<file path="src/rtl/serial_adder.sv">
// serial_adder: bit-serial WIDTH-bit adder built around one 1-bit full-adder cell.
// Operands are captured on an accepted start. One bit is processed per clock, LSB first.
// The finished sum and carry are published on the final BUSY edge, together with a one-cycle done pulse.

// FullAdderCell: combinational 1-bit full adder (sum = a^b^c, carry = majority).
module FullAdderCell (
  input  logic a,
  input  logic b,
  input  logic c,
  output logic sum,
  output logic carry
);

  // Pure combinational cell; the sequencer around it supplies the carry flop.
  always_comb begin
    sum   = a ^ b ^ c;
    carry = (a & b) | (a & c) | (b & c);
  end

endmodule

module serial_adder #(
  parameter int WIDTH = 8
) (
  input  logic             clock,
  input  logic             reset,
  input  logic             start,
  input  logic [WIDTH-1:0] inA,
  input  logic [WIDTH-1:0] inB,
  input  logic             carryIn,
  output logic             busy,
  output logic             done,
  output logic [WIDTH-1:0] out,
  output logic             carryOut
);

  localparam int CW = $clog2(WIDTH) + 1;

  typedef enum logic [1:0] {
    IDLE = 2'd0,
    BUSY = 2'd1,
    DONE = 2'd2
  } StateT;

  StateT state;
  StateT stateNext;

  logic [WIDTH-1:0] a;
  logic [WIDTH-1:0] b;
  logic [WIDTH-1:0] s;
  logic             c;
  logic [CW-1:0]    cnt;

  logic             sum;
  logic             carry;
  logic [WIDTH-1:0] sNext;
  logic             lastBit;
  logic             accept;

  // The single full-adder cell is always fed by the current LSBs and the carry flop.
  FullAdderCell u_fa (
    .a    (a[0]),
    .b    (b[0]),
    .c    (c),
    .sum  (sum),
    .carry(carry)
  );

  // Decode handshake conditions and the next partial-result word.
  // The shift-then-insert form also works for WIDTH=1, where s[WIDTH-1:1] would be an empty slice.
  always_comb begin
    lastBit          = (cnt == CW'(WIDTH - 1));
    accept           = start && ((state == IDLE) || (state == DONE));
    sNext            = s >> 1;
    sNext[WIDTH-1]   = sum;
  end

  // State register; reset wins over everything, which aborts any addition in progress.
  always_ff @(posedge clock) begin
    if (reset) begin
      state <= IDLE;
    end else begin
      state <= stateNext;
    end
  end

  // Next-state logic. DONE with start held high goes straight back to BUSY, so there is no idle gap.
  always_comb begin
    stateNext = state;
    case (state)
      IDLE: begin
        if (start) begin
          stateNext = BUSY;
        end
      end
      BUSY: begin
        if (lastBit) begin
          stateNext = DONE;
        end
      end
      DONE: begin
        if (start) begin
          stateNext = BUSY;
        end else begin
          stateNext = IDLE;
        end
      end
      default: begin
        stateNext = IDLE;
      end
    endcase
  end

  // Datapath: capture operands on accept, then shift one bit per BUSY cycle.
  // out/carryOut are written only on the final bit, so partial sums are never visible.
  always_ff @(posedge clock) begin
    if (reset) begin
      a        <= '0;
      b        <= '0;
      s        <= '0;
      c        <= 1'b0;
      cnt      <= '0;
      out      <= '0;
      carryOut <= 1'b0;
    end else if (accept) begin
      a   <= inA;
      b   <= inB;
      c   <= carryIn;
      s   <= '0;
      cnt <= '0;
    end else if (state == BUSY) begin
      a   <= a >> 1;
      b   <= b >> 1;
      c   <= carry;
      s   <= sNext;
      cnt <= cnt + CW'(1);
      if (lastBit) begin
        out      <= sNext;
        carryOut <= carry;
      end
    end
  end

  // Status flags come straight from the state register, so they are glitch-free and mutually exclusive.
  always_comb begin
    busy = (state == BUSY);
    done = (state == DONE);
  end

  // The bit counter must never run past the last bit while an addition is in flight.
  assert property (@(posedge clock) disable iff (reset)
                   (state == BUSY) |-> (cnt <= CW'(WIDTH - 1)));

  // busy and done must never be high in the same cycle.
  assert property (@(posedge clock) disable iff (reset) !(busy && done));

endmodule

</file>
<file path="config.mk">
export PLATFORM = sky130hd
export DESIGN_NAME = serial_adder
export DESIGN_NICKNAME = d
export VERILOG_FILES = /design/src/rtl/serial_adder.sv
export SDC_FILE = /design/constraint.sdc
export NUM_CORES = 1
export LEC_CHECK = 0
export ABC_CLOCK_PERIOD_IN_PS = 3010
export CORE_UTILIZATION = 50
export CTS_BUF_LIST = sky130_fd_sc_hd__clkbuf_2
export CTS_CLUSTER_DIAMETER = 40
export DETAILED_ROUTE_END_ITERATION = 10
export PLACE_DENSITY = 0.87
export SETUP_SLACK_MARGIN = 0.1
export SYNTH_ARGS = -nofsm -noshare
export SYNTH_HDL_FRONTEND = slang
export SYNTH_SLANG_ARGS = --single-unit
</file>
<file path="constraint.sdc">
create_clock -name clock -period 3.01 [get_ports clock]
set_input_delay 0.602 -clock clock [delete_from_list [all_inputs] [get_ports clock]]
set_output_delay 0.602 -clock clock [all_outputs]
set_load 0.02 [all_outputs]
</file>
Word-level counts from Yosys, hierarchy flattened

Index checks and enable logic that the tools add are counted.

Add/subtract/negate cells: 1
Equal/unequal tests: 5
Mux-type cells: 10
Bitwise logic cells: 8
Reduce and logical (&&, ||, !) cells: 7

Operators with widths:

| cell                  | number |
|---|---|
| $mux W8               | 4 |
| $pmux W2 S3           | 1 |
| $add A4 B1 Y4 const B | 1 |
| $eq A4 B3 Y1 const B  | 1 |
| $mux W2               | 2 |
| $and A1 B1 Y1         | 3 |
| $mux W1               | 3 |
| $reduce_and A3 Y1     | 1 |
| $eq A2 B1 Y1 const B  | 1 |
| $eq A2 B2 Y1 const B  | 1 |
| $logic_not A2 Y1      | 1 |
| $ne A2 B1 Y1 const B  | 1 |
| $ne A2 B2 Y1 const B  | 1 |
| $or A1 B1 Y1          | 2 |
| $reduce_and A2 Y1     | 1 |
| $reduce_bool A2 Y1    | 1 |
| $reduce_or A2 Y1      | 1 |
| $xor A1 B1 Y1         | 2 |
| $logic_and A1 B1 Y1   | 1 |
| $logic_or A1 B1 Y1    | 1 |
| $not A1 Y1            | 1 |

Flip-flop bits (word level): 40
Output and inout port bits: 11
Word-level logic and storage cells: 39

Logic depth before layout (Yosys ltp)

Depth after elaboration: 5
Gate-level depth with buffers: 5
Mapped depth without buffers: 4

Cells and area by module

A second synthesis with hierarchy kept.

Cells, all modules: 180
Area total of the unflattened synthesis: 1545.2 µm²

Modules (own cells, without submodules):

| module        | times used | cells an instance | area an instance (µm²) | seq. area each (µm²) |
|---|---|---|---|---|
| serial_adder  | 1          | 179               | 1525.2                 | 780.7 |
| FullAdderCell | 1          | 1                 | 20.0                   | 0.0 |

Worst setup path before layout

Ideal clock, no wire load.

Path kind: flip-flop to output port
Start: register state[1]
End: output busy
Data arrival time: 0.840 ns
Slack: 1.568 ns
Cell stages (with the launch flop): 4
Cell sequence: dfxtp_1 -> nand2b_1 -> clkinv_1 -> buf_2

Cells in the longest elaborated chain, start to end: 1

RTL lines:

| element                | line | RTL |
|---|---|---|
| from (decl)            | 45   | `StateT state;` |
| from (signal assigned) | 83   | `state <= stateNext;` |
| $eq A2 B1 Y1           | 146  | `busy = (state == BUSY);` |
| to (decl)              | 31   | `output logic busy,` |

No other way between the ends.

Worst setup path after layout

Same ends and word-level chain as after synthesis.

==> metrics <==
Core Util, Final ~67%; grt total ovfl 0; Synth Register Bits 39; drt first pass iters 10; DRT met1 WL between 1 and 1.5 mm; unrepaired setup endpoints after global routing false; Post-DP HPWL 2.099 mm; Max VDD drop 402.2 uV; worst path cell trace nand2b_1, clkinv_1, clkdlybuf4s50_1; status complete, but fails checks; prevailing post-synth register cell dfxtp_1; crit path DAT around 1600 ps; I/O pin cnt 31; Max Buffers Root-to-Sink 2; Resized cells post-CTS 0; largest net degree at the start of global routing 29; vias per cell around 5.6; CP Max Fanout 3; cell family with most CP delay buffers and inverters; Tot Pwr just under 0.001 W; fin cells 240; hold_buf cts 0; met2 wire len around 1.6 mm; CTS tree built; TritonCTS Buffers 5; first-pass GRT wire length roughly 5.3 mm; async set-reset flop share out of synthesis 0%; post-DR wirelength/cell around 13 um; Clock Latency Late Sink ~400 ps; Least-Margin Pin Slew between 700 and 800 ps; H-tree depth 2; Die ar. approximately 0.0033 sq mm; Post-CTS Setup Bufs 0; P&R area growth vs syn 23.39%; Routed Antenna Nets 0; min Tclk post-route between 2000 and 2500 ps; met3 routed WL ~150 um; Avg Cell Area, Syn between 8 and 9 sq um; share of layout cells above drive strength 1 ~5.7%; core region area 0.002853 sq mm; vertical die dimension roughly 58 um; Tcrit/Tclk final 72.50%; setup TNS 0 ps; max-cap viol count 0; worst setup path class flop to primary output; clk slew on worst S/H paths 200 ps; vias after detailed routing around 1300; final setup fails 0; vias in the first global route 1310; CP bufs+invs 2; Hold WC Path Type flop to flop; CP endpoint kind primary output; top layer in use met4; register area share after synthesis roughly half; Cell Area, Synth around 0.0016 sq mm; Pwr Density between 500 and 600 mW/mm^2; Sink Count 39; Final GP Congestion around 0.76; Inst Count DP ~230; Die Wd 57.71 um; critical path's slowest cell clkdlybuf4s50_1; IO Port Bufs 30; startpoint type of the worst setup path flop; Total Wirelength a little over 3 mm; DRC viols 3; Final Hold Fails 0; failing checks DRC; library cells used by synthesis 27; f_max 0.4582 GHz; Initial Util 54.39%; Syn Inst Count 180; Post-synth EDFFs 0; Crit path largest cell delay just over 600 ps; layout net count 230; gr usage total between 20% and 30%; initial antenna violation count 0; Core Rows 19; hold_ws between 400 and 500 ps; initial DRC count 62; Slew HR a little over half; Mapped Nets ~200; Clock Tree Root clkbuf_2; Max Slew Vio Count 0; Pleak ~0.66 nW; clk_skew about 15 ps; CP Data Required Time around 2400 ps; Yosys warnings 0; Antenna Cells 0
-- state kept, by name, indices dropped and copies added, names as in the netlist --
signal and count:
out 8, state 2, a 8, carryOut 1, s 7, cnt 4
c 1, b 8
-- tightest hold or removal path, delay by kind of cell, from the launching register on --
family	cells	cell delay, ps
AND/OR/NAND/NOR	1	50
flip-flops	1	350
multiplexers	1	50
-- final cells by class --
cell class,instances,area [sq um]
fillers,236,938.4
repair buffers,34,330.3
clock inverters,3,38.79
inverters,2,7.507
clock buffers,5,25.02
well taps,31,38.79
flip-flops and latches,39,780.7
multi-input cells,126,693.2
-- logic make-up after synthesis --
group	after synthesis	synth area share, %
simple gates	78	22.58
xor+xnor	2	1.129
buf+inv	15	5.000
mux	10	6.452
flops	39	50.32
fa+ha+maj	2	2.097
compound gates	34	12.42
-- cells in the mapped netlist (2+ instances only) --
cell | count | area (sq um)
a31oi_1 | 4 | 25.02
nor2_1 | 3 | 11.26
mux2i_1 | 10 | 100.1
clkbuf_1 | 3 | 11.26
nand2_1 | 44 | 165.2
a22oi_1 | 3 | 22.52
nor3_1 | 18 | 90.09
nand3b_1 | 2 | 15.01
a21oi_1 | 14 | 70.07
buf_2 | 8 | 40.04
nand2b_1 | 2 | 12.51
o21ai_0 | 5 | 25.02
o22ai_1 | 8 | 50.05
nand3_1 | 5 | 25.02
dfxtp_1 | 39 | 780.8
-- power breakdown --
group	internal, W	switching [W]	total, W
Clock	0.000137	0.000170	0.000307
Combinational	0.0000579	0.0000669	0.000125
Sequential	0.000541	0.0000139	0.000555
Total	0.000735	0.000251	0.000986
-- metal layers --
metal  track usage [%]  vias up
met5                 0        -
met1             24.36      614
met3             6.250        7
met4             9.864        0
li1                  -      676
met2             34.39       41
-- cells in the final DEF (no fill, tap or decap) --
master,count
buf_4,4
a31oi_1,4
a22oi_1,3
or3_1,1
bufinv_16,1
nand3b_1,2
o22ai_1,8
nand3_1,5
clkdlybuf4s50_1,30
a21oi_1,14
fa_1,1
o21ai_0,5
mux2i_1,10
nor2b_1,1
xor2_1,1
and2b_1,1
nand2b_1,2
ha_1,1
xnor2_1,1
clkinv_2,1
nor2_4,1
nor3_1,18
clkbuf_2,5
nor2_1,3
dfxtp_1,39
nand2_1,44
clkinv_1,2
inv_1,1
-- final timing paths --
kind | from | end | slack [ps] | cells after the start
max | state[1] | busy | 830 | 3
max reg2reg | state[0] | s[6] | 1340 | 3
min | s[1] | out[0] | 470 | 2
min reg2reg | s[1] | out[0] | 470 | 2
-- metrics by stage --
stage | setup WS (ps) | instance area, sq um
2_1_floorplan | 1568 | 1551
3_3_place_gp | 771.8 | 1851
3_5_place_dp | 673.4 | 1851
4_1_cts | 806.2 | 1914
5_1_grt | 745.7 | 1914
6_report | 827.6 | 1914
Note: power is estimated with default switching activity, not from simulation.
